===== config.mk =====
export PLATFORM = sky130hd
export DESIGN_NAME = instr_fetch_stage_flat
export DESIGN_NICKNAME = d
export VERILOG_FILES = /design/src/rtl/mips_pkg.sv /design/src/rtl/instr_fetch_stage_if.sv /design/src/rtl/instr_fetch_stage_if_id_reg.sv /design/src/rtl/instr_fetch_stage.sv /design/src/flat_wrapper.sv
export SDC_FILE = /design/constraint.sdc
export NUM_CORES = 1
export LEC_CHECK = 0
export BUFFER_PORTS_ARGS = -buffer_cell sky130_fd_sc_hd__clkbuf_2
export CORE_UTILIZATION = 25
export CTS_CLUSTER_SIZE = 12
export DETAILED_ROUTE_END_ITERATION = 10
export SLEW_MARGIN = 30
export SYNTH_ARGS = -nofsm -noshare
export SYNTH_HDL_FRONTEND = slang
export SYNTH_SLANG_ARGS = --single-unit

===== constraint.sdc =====
create_clock -name clk -period 7.26 [get_ports clk]
set_clock_uncertainty 0.1 [all_clocks]
set_input_delay 1.452 -clock clk [delete_from_list [all_inputs] [get_ports clk]]
set_output_delay 1.452 -clock clk [all_outputs]
set_load 0.05 [all_outputs]

===== src/rtl/mips_pkg.sv =====
// Shared MIPS-32 definitions: opcode/funct codes, the NOP word, fetch FSM
// encoding and small PC helpers used by the fetch stage.
package mips_pkg;

   // Primary opcodes (instr[31:26])
   localparam logic [5:0] OP_RTYPE = 6'h00;
   localparam logic [5:0] OP_J     = 6'h02;
   localparam logic [5:0] OP_JAL   = 6'h03;
   localparam logic [5:0] OP_BEQ   = 6'h04;
   localparam logic [5:0] OP_BNE   = 6'h05;
   localparam logic [5:0] OP_ADDIU = 6'h09;
   localparam logic [5:0] OP_LUI   = 6'h0F;
   localparam logic [5:0] OP_LW    = 6'h23;
   localparam logic [5:0] OP_SW    = 6'h2B;

   // R-type function codes (instr[5:0])
   localparam logic [5:0] FN_SLL  = 6'h00;
   localparam logic [5:0] FN_JR   = 6'h08;
   localparam logic [5:0] FN_ADDU = 6'h21;
   localparam logic [5:0] FN_SUBU = 6'h23;
   localparam logic [5:0] FN_AND  = 6'h24;
   localparam logic [5:0] FN_OR   = 6'h25;

   // sll $0,$0,0 -- the canonical pipeline bubble
   localparam logic [31:0] INSTR_NOP = 32'h0000_0000;
   localparam logic [31:0] PC_STEP   = 32'h0000_0004;

   // FETCH: normal operation. DROP: a redirect orphaned an in-flight
   // request; its data must be swallowed when it finally returns.
   typedef enum logic [0:0] {
      ST_FETCH = 1'b0,
      ST_DROP  = 1'b1
   } fetch_state_e;

   // Clear the byte-offset bits so the PC always names a whole word.
   function automatic logic [31:0] word_align(input logic [31:0] addr);
      return {addr[31:2], 2'b00};
   endfunction

endpackage


===== src/rtl/instr_fetch_stage_if.sv =====
// Instruction-memory request/ready port. The fetch stage is the master.
interface instr_fetch_stage_if;
   logic        req;
   logic [31:0] addr;
   logic        ready;
   logic [31:0] rdata;

   modport master (output req, output addr, input ready, input rdata);
   modport slave  (input req, input addr, output ready, output rdata);
endinterface


===== src/rtl/instr_fetch_stage_if_id_reg.sv =====
// IF/ID pipeline register: loads a fetched word, holds it on stall and
// replaces it with a NOP bubble on flush or when nothing is available.
module if_id_reg
   import mips_pkg::*;
#(
   parameter logic [31:0] NOP_INSTR = INSTR_NOP
) (
   input  logic        clk,
   input  logic        rst,
   input  logic        flush,
   input  logic        hold,
   input  logic        load,
   input  logic [31:0] load_pc,
   input  logic [31:0] load_instr,
   output logic        valid_o,
   output logic [31:0] pc_o,
   output logic [31:0] pc4_o,
   output logic [31:0] instr_o
);

   logic        valid_q, valid_d;
   logic [31:0] pc_q, pc_d;
   logic [31:0] pc4_q, pc4_d;
   logic [31:0] instr_q, instr_d;

   // Next-state selection: flush beats hold, hold beats load, else bubble.
   always_comb begin
      valid_d = valid_q;
      pc_d    = pc_q;
      pc4_d   = pc4_q;
      instr_d = instr_q;
      if (flush) begin
         valid_d = 1'b0;
         instr_d = NOP_INSTR;
      end else if (hold) begin
         valid_d = valid_q;
      end else if (load) begin
         valid_d = 1'b1;
         pc_d    = load_pc;
         pc4_d   = load_pc + PC_STEP;
         instr_d = load_instr;
      end else begin
         valid_d = 1'b0;
         instr_d = NOP_INSTR;
      end
   end

   // IF/ID state register with synchronous reset.
   always_ff @(posedge clk) begin
      if (rst) begin
         valid_q <= 1'b0;
         pc_q    <= 32'h0000_0000;
         pc4_q   <= 32'h0000_0004;
         instr_q <= NOP_INSTR;
      end else begin
         valid_q <= valid_d;
         pc_q    <= pc_d;
         pc4_q   <= pc4_d;
         instr_q <= instr_d;
      end
   end

   assign valid_o = valid_q;
   assign pc_o    = pc_q;
   assign pc4_o   = pc4_q;
   assign instr_o = instr_q;

endmodule


===== src/rtl/instr_fetch_stage.sv =====
// MIPS-32 fetch stage: PC, fetch FSM, one-entry hold buffer for words that
// arrive during a stall, and the IF/ID register with decoded field slices.
module instr_fetch_stage
   import mips_pkg::*;
#(
   parameter logic [31:0] RESET_PC  = 32'h0000_0000,
   parameter logic [31:0] NOP_INSTR = INSTR_NOP
) (
   input  logic                       clk,
   input  logic                       rst,
   input  logic                       stall,
   input  logic                       redirect,
   input  logic [31:0]                redirect_pc,
   instr_fetch_stage_if.master        imem,
   output logic                       id_valid,
   output logic [31:0]                id_pc,
   output logic [31:0]                id_pc4,
   output logic [31:0]                id_instr,
   output logic [5:0]                 id_opcode,
   output logic [4:0]                 id_rs,
   output logic [4:0]                 id_rt,
   output logic [4:0]                 id_rd,
   output logic [4:0]                 id_shamt,
   output logic [5:0]                 id_funct,
   output logic [15:0]                id_imm16,
   output logic [25:0]                id_target
);

   fetch_state_e state_q, state_d;
   logic [31:0]  pc_q, pc_d;
   logic [31:0]  addr_q, addr_d;
   logic         req_q, req_d;
   logic         buf_valid_q, buf_valid_d;
   logic [31:0]  buf_pc_q, buf_pc_d;
   logic [31:0]  buf_instr_q, buf_instr_d;

   logic         complete_s;
   logic         pending_s;
   logic         flush_s;
   logic         ifid_hold_s;
   logic         ifid_load_s;
   logic [31:0]  ifid_pc_s;
   logic [31:0]  ifid_instr_s;

   assign complete_s = req_q & imem.ready;
   assign pending_s  = req_q & ~imem.ready;

   // Fetch FSM, PC update, hold buffer and IF/ID steering.
   always_comb begin
      state_d      = state_q;
      pc_d         = pc_q;
      buf_valid_d  = buf_valid_q;
      buf_pc_d     = buf_pc_q;
      buf_instr_d  = buf_instr_q;
      flush_s      = 1'b0;
      ifid_hold_s  = 1'b0;
      ifid_load_s  = 1'b0;
      ifid_pc_s    = buf_pc_q;
      ifid_instr_s = buf_instr_q;
      if (redirect) begin
         // A word returning this very cycle is simply ignored; one still
         // outstanding must be swallowed later in DROP.
         pc_d        = word_align(redirect_pc);
         buf_valid_d = 1'b0;
         flush_s     = 1'b1;
         state_d     = pending_s ? ST_DROP : ST_FETCH;
      end else begin
         case (state_q)
            ST_FETCH: begin
               if (complete_s) begin
                  pc_d = pc_q + PC_STEP;
                  if (stall) begin
                     buf_valid_d = 1'b1;
                     buf_pc_d    = pc_q;
                     buf_instr_d = imem.rdata;
                  end else begin
                     ifid_load_s  = 1'b1;
                     ifid_pc_s    = pc_q;
                     ifid_instr_s = imem.rdata;
                  end
               end else begin
                  state_d = ST_FETCH;
               end
            end
            ST_DROP: begin
               if (complete_s) begin
                  state_d = ST_FETCH;
               end else begin
                  state_d = ST_DROP;
               end
            end
            default: state_d = ST_FETCH;
         endcase
         if (stall) begin
            ifid_hold_s = 1'b1;
         end else if (buf_valid_q) begin
            // Buffer and memory are never both live: no request is made
            // while the buffer is full.
            ifid_load_s  = 1'b1;
            ifid_pc_s    = buf_pc_q;
            ifid_instr_s = buf_instr_q;
            buf_valid_d  = 1'b0;
         end else begin
            ifid_hold_s = 1'b0;
         end
      end
      // Request is registered so it cannot rise in the reset-release cycle;
      // the address is frozen for as long as a transaction is open.
      req_d  = (state_d == ST_DROP) | ~buf_valid_d;
      addr_d = pending_s ? addr_q : pc_d;
   end

   // Fetch-side state registers with synchronous reset.
   always_ff @(posedge clk) begin
      if (rst) begin
         state_q     <= ST_FETCH;
         pc_q        <= RESET_PC;
         addr_q      <= RESET_PC;
         req_q       <= 1'b0;
         buf_valid_q <= 1'b0;
         buf_pc_q    <= 32'h0000_0000;
         buf_instr_q <= NOP_INSTR;
      end else begin
         state_q     <= state_d;
         pc_q        <= pc_d;
         addr_q      <= addr_d;
         req_q       <= req_d;
         buf_valid_q <= buf_valid_d;
         buf_pc_q    <= buf_pc_d;
         buf_instr_q <= buf_instr_d;
      end
   end

   assign imem.req  = req_q;
   assign imem.addr = addr_q;

   if_id_reg #(
      .NOP_INSTR (NOP_INSTR)
   ) u_if_id_reg (
      .clk        (clk),
      .rst        (rst),
      .flush      (flush_s),
      .hold       (ifid_hold_s),
      .load       (ifid_load_s),
      .load_pc    (ifid_pc_s),
      .load_instr (ifid_instr_s),
      .valid_o    (id_valid),
      .pc_o       (id_pc),
      .pc4_o      (id_pc4),
      .instr_o    (id_instr)
   );

   assign id_opcode = id_instr[31:26];
   assign id_rs     = id_instr[25:21];
   assign id_rt     = id_instr[20:16];
   assign id_rd     = id_instr[15:11];
   assign id_shamt  = id_instr[10:6];
   assign id_funct  = id_instr[5:0];
   assign id_imm16  = id_instr[15:0];
   assign id_target = id_instr[25:0];

endmodule


===== src/flat_wrapper.sv =====
// flat-port wrapper written by rule: the top's interface ports become plain ports
module instr_fetch_stage_flat import mips_pkg::*;
#(
   parameter logic [31:0] RESET_PC  = 32'h0000_0000,
   parameter logic [31:0] NOP_INSTR = INSTR_NOP
)
  (clk, rst, stall, redirect, redirect_pc, id_valid, id_pc, id_pc4, id_instr, id_opcode, id_rs, id_rt, id_rd, id_shamt, id_funct, id_imm16, id_target, imem_req, imem_addr, imem_ready, imem_rdata);
  instr_fetch_stage_if imem_i ();
  input  logic clk;
  input  logic rst;
  input  logic stall;
  input  logic redirect;
  input  logic [31:0] redirect_pc;
  output logic id_valid;
  output logic [31:0] id_pc;
  output logic [31:0] id_pc4;
  output logic [31:0] id_instr;
  output logic [5:0] id_opcode;
  output logic [4:0] id_rs;
  output logic [4:0] id_rt;
  output logic [4:0] id_rd;
  output logic [4:0] id_shamt;
  output logic [5:0] id_funct;
  output logic [15:0] id_imm16;
  output logic [25:0] id_target;
  output wire logic [$bits(imem_i.req)-1:0] imem_req;
  output wire logic [$bits(imem_i.addr)-1:0] imem_addr;
  input wire logic [$bits(imem_i.ready)-1:0] imem_ready;
  input wire logic [$bits(imem_i.rdata)-1:0] imem_rdata;
  assign imem_req = imem_i.req;
  assign imem_addr = imem_i.addr;
  assign imem_i.ready = imem_ready;
  assign imem_i.rdata = imem_rdata;
  instr_fetch_stage #(.RESET_PC(RESET_PC), .NOP_INSTR(NOP_INSTR)) u_core (.clk(clk), .rst(rst), .stall(stall), .redirect(redirect), .redirect_pc(redirect_pc), .imem(imem_i), .id_valid(id_valid), .id_pc(id_pc), .id_pc4(id_pc4), .id_instr(id_instr), .id_opcode(id_opcode), .id_rs(id_rs), .id_rt(id_rt), .id_rd(id_rd), .id_shamt(id_shamt), .id_funct(id_funct), .id_imm16(id_imm16), .id_target(id_target));
endmodule

==> results of run 1 <==
## report_power, final
| part | internal [mW] | leakage [nW] | switching [mW] |
|---|---|---|---|
| Sequential | 1.28 | 1.84 | 0.0475 |
| Clock | 0.829 | 0.446 | 0.555 |
| Combinational | 0.0908 | 2.80 | 0.241 |
| Total | 2.20 | 5.09 | 0.843 |
## final timing paths
check	startpoint	end	slack (ps)	depth (start not counted)
min reg2reg	u_core.buf_pc_q[31]$_SDFFE_PP0P_	u_core.buf_pc_q[31]$_SDFFE_PP0P_	350	2
max	redirect	u_core.u_if_id_reg.pc4_o[26]$_SDFFE_PP0P_	2950	12
max reg2reg	u_core.imem.req$_SDFF_PP0_	u_core.u_if_id_reg.pc4_o[26]$_SDFFE_PP0P_	3640	10
min	u_core.buf_pc_q[31]$_SDFFE_PP0P_	u_core.buf_pc_q[31]$_SDFFE_PP0P_	350	2
## registers in the layout (all words and copies together), names as in the netlist, 30 cells and up
name / cells
u_core.buf_instr_q: 32
u_core.buf_pc_q: 32
u_core.imem.addr: 32
u_core.pc_q: 32
u_core.u_if_id_reg.instr_o: 32
u_core.u_if_id_reg.pc4_o: 30
u_core.u_if_id_reg.pc_o: 32
## area by class of cell
type / count / area, µm² / area share, %
flip-flops and latches: 226 / 4520 / 34.5
well taps: 585 / 732 / 5.58
diodes: 2 / 5.00 / 0.0382
clock buffers: 39 / 791 / 6.03
repair buffers: 290 / 1500 / 11.4
multi-input cells: 901 / 5420 / 41.3
inverters: 5 / 18.8 / 0.143
clock inverters: 11 / 121 / 0.925
## placed cells by master (no fill, tap or decap), types with 9 or more instances in the layout
master	instances
dfxtp_1	226
mux2_2	41
o211ai_1	23
nand3_1	66
xnor2_1	10
mux2i_1	27
xor2_1	11
buf_4	20
nand2b_1	12
and4_1	9
o21ai_0	34
nand2_1	190
and2_1	15
nor3_1	62
clkbuf_16	27
nor2_1	80
clkbuf_2	268
and3_1	9
nand4_1	22
a211oi_1	30
a22oi_1	35
nor4_1	11
a21oi_1	90
## worst min-delay path, delay by kind of cell, from the launching register on
family	cells	cell delay, ps
and+or+nand+nor	1	50
AOI/OAI and AO/OA	1	50
DFF	1	310
## layer usage
metal	up-vias	global-route usage, %
li1	4960	-
met2	328	22.9
met4	4	3.62
met1	4909	22.3
met5	-	0
met3	40	4.94
## stage by stage
step                      cell area, µm²  worst slack (ps)  utilization (%)  total power [mW]
after global routing               13100              2840             30.4              3.16
after detailed placement           12200              2460             28.2              1.69
after global placement             12200              2500             28.2              1.68
after CTS                          13100              3040             30.4              3.08
final                              13100              2950             30.4              3.05
after floorplan                    11000              2440                -              1.58
## cells by family after synthesis
logic type,Yosys count,synth area share (%)
adders and majority gates,2,0.228
xor gates and xnor gates,21,1.68
AOI/OAI and AO/OA,302,18.8
muxes,68,6.67
and+or+nand+nor,508,21.8
buffers and inverters,200,9.56
DFF,226,41.3
==> impl_metrics.tcl, run 1 <==
set metrics [dict create \
    status "complete, no violations" \
    drv_cap 0 \
    ys_types 64 \
    syn_nets 1398 \
    finalCritPeriodShare_pct 59.4 \
    maxSlewHeadroom_pct 30.5 \
    hold_ws_ps 351 \
    yosysMostFrequentCell "dfxtp_1" \
    nNetsFinal 1522 \
    endpoint_kind "flop" \
    path_class "input pin to flop" \
    vias_per_cell 4.97 \
    cp_slowest_stage_delay_ps 550 \
    critPathMostFrequentCell "buf_4" \
    vias 10241 \
    dpl.hpwl_mm 26.2 \
    tightest_slew_ps 1030 \
    gp_congestion 0.819 \
    clock_path_buffers 3 \
    startpoint_type "input pin" \
    arrival_ps 4650 \
    drive_above_1_share_pct 26.9 \
    cp_cell_sequence "buf_2 -> buf_4 -> nor3_2 -> buf_4 -> nand2_2 -> mux2_2 -> ha_1 -> nand4_1 -> or4_1 -> a22oi_2 -> nand3_1 -> a32o_1" \
    root_buffer "clkbuf_16" \
    finalNonFillerCells 2059 \
    timing.fmax_ghz 0.232 \
    cts.hold.buffers_added 0 \
    grt_pass1_wl_mm 55.6 \
    fillCellCount 4630 \
    wirelength_mm 37.3 \
    report.final.hold_viol_count 0 \
    synth_largest_area_cell "dfxtp_1" \
    die_w_um 211 \
    cellPowerDensity_nw_per_um2 232 \
    detail-route-antenna-nets 0 \
    synth_top_area_share_pct 41.3 \
    place_inst 2006 \
    required_ps 7600 \
    tns_ps 0 \
    min_period_ps 4310 \
    syn_inst 1327 \
    synth-main-ff-cell "dfxtp_1" \
    synth_area_leaders "dfxtp_1 41%, nand2_1 6.6%, buf_4 5.2%" \
    ys_ff_latch 226 \
    grt_max_degree 77 \
    grt_pass1_vias 9249 \
    clock_latency_ps 540 \
    fp.dieH_um 211 \
    wl_met1_mm 17.5 \
    met3WireLength_mm 3.40 \
    cpLargestDelayFamily "simple AND/OR/NAND/NOR gates" \
    coreArea_um2 43200 \
    met2WireLength_mm 15.8 \
    grt_setup_unrepaired "false" \
    synth_edf_count 0 \
    yosys-top-cells-count "226 x dfxtp_1, 192 x nand2_1, 110 x clkbuf_1" \
    cts_inserted_buffers 27 \
    cts_setup_buffers 0 \
    syn_area_um2 11000 \
    slowest_stage "or4_1" \
    highest_layer "met5" \
    area_growth_pct 19.6 \
    drc 0 \
    syn_area_per_cell_um2 8.27 \
    clk_pin_slew_ps 60 \
    initial_core_util_pct 25.4 \
    ctsResizeCount 0 \
    crit_buf_inv 3 \
    die_area_um2 44700 \
    yosysWarnings 0 \
    ios 273 \
    setup_viol 0 \
    antenna_found_initial 4 \
    p_leak_nw 5.09 \
    rows 76 \
    cts_max_level 1 \
    yosysSeqAreaShare_pct 41.3 \
    hold_path.class "flop to flop" \
    overflow 0 \
    final_max_slew_viol_count 0 \
    drt_first_pass_iters 6 \
    cts.sinks 226 \
    vdd_drop_max_mv 0.163 \
    worstPathMaxFanout 42 \
    io_buffers 270 \
    async_flop_share_pct 0 \
    grt_util_all_layers_pct 15.7 \
    wl_per_cell_um 18.1 \
    drtIter0Drc 874 \
    cts_tree "built" \
]
Power figures use the tool's default switching activity.
==> run 2, diff against run 1 <==
- clock period: 7.26 -> 4.35 ns (I/O delays scaled with it)
==> impl_metrics.tcl, run 2 (synthesis gave the netlist of run 1 again) <==
set metrics [dict create \
    required_ps 4700 \
    detail-route-antenna-nets 0 \
    cts_setup_buffers 0 \
    fillCellCount 4617 \
    coreArea_um2 43200 \
    hold_path.class "flop to flop" \
    gp_congestion 0.851 \
    design_area_um2 13200 \
    report.final.hold_viol_count 0 \
    die_area_um2 44700 \
    vias_per_cell 4.94 \
    root_buffer "clkbuf_16" \
    slowest_stage "or4_1" \
    drive_above_1_share_pct 27.2 \
    final_cell_mix "268 x clkbuf_2, 226 x dfxtp_1, 190 x nand2_1" \
    cts_tree "built" \
    worstPathMaxFanout 10 \
    wl_per_cell_um 17.8 \
    setup_viol 0 \
    grt_pass1_vias 9370 \
    hp-start "u_core.buf_instr_q[7]$_SDFFE_PP0P_" \
    area_growth_pct 20.0 \
    grt_setup_unrepaired "false" \
    final_core_util_pct 30.5 \
    critPathMostFrequentCell "nand4_1" \
    status "complete, no violations" \
    dpl.hpwl_mm 26.7 \
    antenna_found_initial 7 \
    ctsResizeCount 0 \
    maxSlewHeadroom_pct 39.8 \
    cts_max_level 1 \
    nNetsFinal 1530 \
    cellPowerDensity_nw_per_um2 378 \
    die_w_um 211 \
    p_leak_nw 5.12 \
    clk_pin_slew_ps 60 \
    clock_latency_ps 550 \
    cp_cell_sequence "and3b_1 -> nand2_2 -> mux2_2 -> ha_1 -> nand4_1 -> or4_1 -> a22oi_2 -> nand4_1 -> a32o_1" \
    fp.dieH_um 211 \
    place_inst 2016 \
    drtIter0Drc 874 \
    initial_core_util_pct 25.4 \
    cts.hold.buffers_added 0 \
    cpLargestDelayFamily "simple AND/OR/NAND/NOR gates" \
    tns_ps 0 \
    endpoint_kind "flop" \
    path_class "flop to flop" \
    drt_first_pass_iters 5 \
    finalNonFillerCells 2064 \
    rows 76 \
    final_common_cell "clkbuf_2" \
    hold_ws_ps 353 \
    startpoint_type "flop" \
    arrival_ps 3500 \
    vdd_drop_max_mv 0.264 \
    final_max_slew_viol_count 0 \
    grt_max_degree 68 \
    drv_cap 0 \
    reg2regPathDepth 9 \
    clock_path_buffers 3 \
    drc 0 \
    crit_buf_inv 0 \
    finalCritPeriodShare_pct 72.4 \
    tightest_slew_ps 894 \
    grt_util_all_layers_pct 15.7 \
    regToRegSetupSlack_ps 1200 \
    cts_inserted_buffers 26 \
    cp_slowest_stage_delay_ps 540 \
    min_period_ps 3150 \
    wirelength_mm 36.7 \
    overflow 0 \
    timing.rr.start "u_core.imem.req$_SDFF_PP0_" \
    holdPathEnd "u_core.buf_instr_q[7]$_SDFFE_PP0P_" \
    ios 273 \
    vias 10206 \
    io_buffers 270 \
    timing.fmax_ghz 0.318 \
    crit-reg2reg-capture "u_core.u_if_id_reg.pc4_o[16]$_SDFFE_PP0P_" \
    grt_pass1_wl_mm 55.8 \
    cts.sinks 226 \
    whs_path_depth 2 \
    place_area_um2 12300 \
]
==> run 2: area by class of cell <==
type / instances / area, µm² / share of cell area [%]
repair buffers: 299 / 1600 / 12.1
clock inverters: 8 / 101 / 0.770
diodes: 3 / 7.51 / 0.0571
clock buffers: 37 / 752 / 5.72
well taps: 585 / 732 / 5.56
inverters: 5 / 18.8 / 0.143
multi-input cells: 901 / 5420 / 41.2
flip-flops and latches: 226 / 4520 / 34.4
==> run 2: worst max path at each step <==
| stage | cells after the start | end | startpoint | slack, ps |
|---|---|---|---|---|
| after floorplan | 14 | u_core.u_if_id_reg.pc4_o[20]$_SDFFE_PP0P_ | imem_ready | 120 |
| after global placement | 10 | u_core.u_if_id_reg.pc4_o[20]$_SDFFE_PP0P_ | redirect | 780 |
| after detailed placement | 10 | u_core.u_if_id_reg.pc4_o[16]$_SDFFE_PP0P_ | redirect | 740 |
| after CTS | 9 | u_core.u_if_id_reg.pc4_o[16]$_SDFFE_PP0P_ | u_core.imem.req$_SDFF_PP0_ | 1240 |
| after global routing | 9 | u_core.u_if_id_reg.pc4_o[26]$_SDFFE_PP0P_ | u_core.imem.req$_SDFF_PP0_ | 1080 |
| final | 9 | u_core.u_if_id_reg.pc4_o[16]$_SDFFE_PP0P_ | u_core.imem.req$_SDFF_PP0_ | 1200 |
==> run 2: routing by layer <==
layer	vias to the layer above	wire length, µm	global-route usage (%)	part of all wire (%)
met3	49	3300	4.76	9.0
li1	4969	-	-	-
met1	4850	17300	22.9	47
met2	330	15300	22.1	42
met4	8	724	3.95	2.0
met5	-	57	0	0.16
==> run 2: per-stage QoR <==
stage | setup WS [ps] | power [mW]
after detailed placement | 739 | 2.82
after CTS | 1240 | 5.03
after global routing | 1080 | 5.18
after floorplan | 116 | 2.63
after global placement | 779 | 2.81
final | 1200 | 4.98
==> run 2: worst register-to-register path: stages, from the launching register on <==
cell and delay, ps:
dfxtp_1 520, and3b_1 260, nand2_2 100, mux2_2 270, ha_1 250, nand4_1 100, or4_1 540, a22oi_2 500
nand4_1 150, a32o_1 260
==> run 2: where the power goes <==
part | internal (mW) | switching (mW) | leakage (nW)
clock network | 1.31 | 0.888 | 0.424
logic | 0.157 | 0.404 | 2.86
registers | 2.14 | 0.0753 | 1.84
==> run 3, diff against run 2 <==
- clock period: 4.35 -> 2.8 ns (I/O delays scaled with it)
==> impl_metrics.tcl, run 3 (synthesis gave the netlist of run 1 again) <==
set metrics [dict create \
    root_buffer "clkbuf_16" \
    worstPathMaxFanout 11 \
    cts.hold.buffers_added 0 \
    status "complete, no violations" \
    startpoint_type "flop" \
    overflow 0 \
    hold_path.class "input pin to flop" \
    die_area_um2 44700 \
    grt_util_all_layers_pct 16.2 \
    p_leak_nw 5.56 \
    finalNonFillerCells 2147 \
    ios 273 \
    drc 0 \
    cts_max_level 1 \
    clk_pin_slew_ps 60 \
    min_period_ps 2650 \
    final_cell_mix "268 x clkbuf_2, 225 x dfxtp_1, 190 x nand2_1" \
    drt_first_pass_iters 6 \
    place_inst 2100 \
    met2WireLength_mm 15.7 \
    endpoint_kind "flop" \
    cpLargestDelayFamily "simple AND/OR/NAND/NOR gates" \
    cts_setup_buffers 0 \
    wirelength_mm 37.9 \
    timing.rr.start "u_core.buf_valid_q$_SDFF_PP0_" \
    tightest_slew_ps 973 \
    cts_tree "built" \
    total_power_mw 7.96 \
    cellPowerDensity_nw_per_um2 573 \
    vias_per_cell 4.91 \
    dpl.hpwl_mm 28.0 \
    grt_setup_unrepaired "false" \
    arrival_ps 2970 \
    initial_core_util_pct 25.4 \
    cp_cell_sequence "buf_4 -> or3_1 -> or4_1 -> buf_4 -> a22oi_1 -> buf_4 -> a311o_1 -> o211ai_1" \
    grt_pass1_wl_mm 57.0 \
    maxSlewHeadroom_pct 35.2 \
    path_class "flop to flop" \
    final_common_cell "clkbuf_2" \
    antenna_found_initial 2 \
    drtIter0Drc 783 \
    cts.sinks 226 \
    hold_ws_ps 152 \
    drv_cap 0 \
    die_w_um 211 \
    wl_per_cell_um 17.6 \
    fp.dieH_um 211 \
    met3WireLength_mm 2.83 \
    cp-startpoint "u_core.buf_valid_q$_SDFF_PP0_" \
    critPathMostFrequentCell "buf_4" \
    grt_max_degree 69 \
    highest_layer "met5" \
    required_ps 3110 \
    cp_slowest_stage_delay_ps 630 \
    crit_buf_inv 3 \
    drive_above_1_share_pct 31.5 \
    grt_pass1_vias 9520 \
    slowest_stage "or4_1" \
    clock_path_buffers 3 \
    setup_viol 0 \
    report.final.hold_viol_count 0 \
    io_buffers 270 \
    coreArea_um2 43200 \
    gp_congestion 0.889 \
    vias 10552 \
    area_growth_pct 26.7 \
    nNetsFinal 1614 \
    finalCritPeriodShare_pct 94.7 \
    vdd_drop_max_mv 0.421 \
    fillCellCount 4620 \
    timing.fmax_ghz 0.377 \
    clock_latency_ps 550 \
    final_max_slew_viol_count 0 \
    wl_met1_mm 18.8 \
    detail-route-antenna-nets 0 \
    rows 76 \
    hp-start "imem_rdata[31]" \
    cts_inserted_buffers 26 \
]
[run 3: changes by cell type in the layout (fill, tap and decap cells not counted), moves of 2 or more]
| cell | delta |
|---|---|
| buf_12 | +2 |
| buf_4 | +81 |
| clkinvlp_4 | +2 |
| diode_2 | -2 |
[run 3: power by group]
part | internal, mW | leakage [nW] | switching [mW] | total (mW)
logic | 0.297 | 3.29 | 0.680 | 0.978
clock network | 2.18 | 0.439 | 1.40 | 3.58
registers | 3.32 | 1.84 | 0.0794 | 3.40
[run 3: what timing repair did]
| item | CTS | global route |
|---|---|---|
| setup endpoints to repair | 2 | 5 |
| pin swaps | 0 | 2 |
| resized for setup | 1 | 3 |
[run 3: final timing paths]
path | depth (start not counted) | slack, ps | to
setup / recovery | 8 | 150 | u_core.u_if_id_reg.pc4_o[25]$_SDFFE_PP0P_
hold reg to reg | 2 | 350 | u_core.buf_instr_q[13]$_SDFFE_PP0P_
setup reg to reg | 8 | 150 | u_core.u_if_id_reg.pc4_o[25]$_SDFFE_PP0P_
hold / removal | 3 | 150 | u_core.buf_instr_q[31]$_SDFFE_PP0P_
[run 3: layout make-up]
cell class | count | area [µm²] | share of cell area, %
Multi-Input combinational cell | 901 | 5460 | 39.3
Sequential cell | 226 | 4530 | 32.6
Timing Repair Buffer | 383 | 2260 | 16.2
Clock buffer | 37 | 773 | 5.56
Tap cell | 585 | 732 | 5.27
Clock inverter | 9 | 125 | 0.900
Inverter | 5 | 18.8 | 0.135
Antenna cell | 1 | 2.50 | 0.0180
[run 3: worst min-delay path: cells and delay by family]
kind            cells  cell delay (ps)
compound gates      1               50
buf+inv             1               90
simple gates        1               50
[run 3: metal layers]
metal | track usage, % | vias to the layer above
li1 | - | 5142
met1 | 24.4 | 5037
met2 | 22.9 | 333
met3 | 3.74 | 38
met4 | 3.67 | 2
met5 | 0 | -
[run 3: stage by stage]
stage               utilization (%)  cell area (µm²)  TNS, ps  setup WS [ps]
floorplan                         -            11000    -4050           -476
global route                   32.2            13900        0           52.7
CTS                            32.2            13900        0           21.6
global placement               30.1            13000    -3640           -318
detailed placement             30.1            13000    -4460           -376
finish                         32.2            13900        0            148
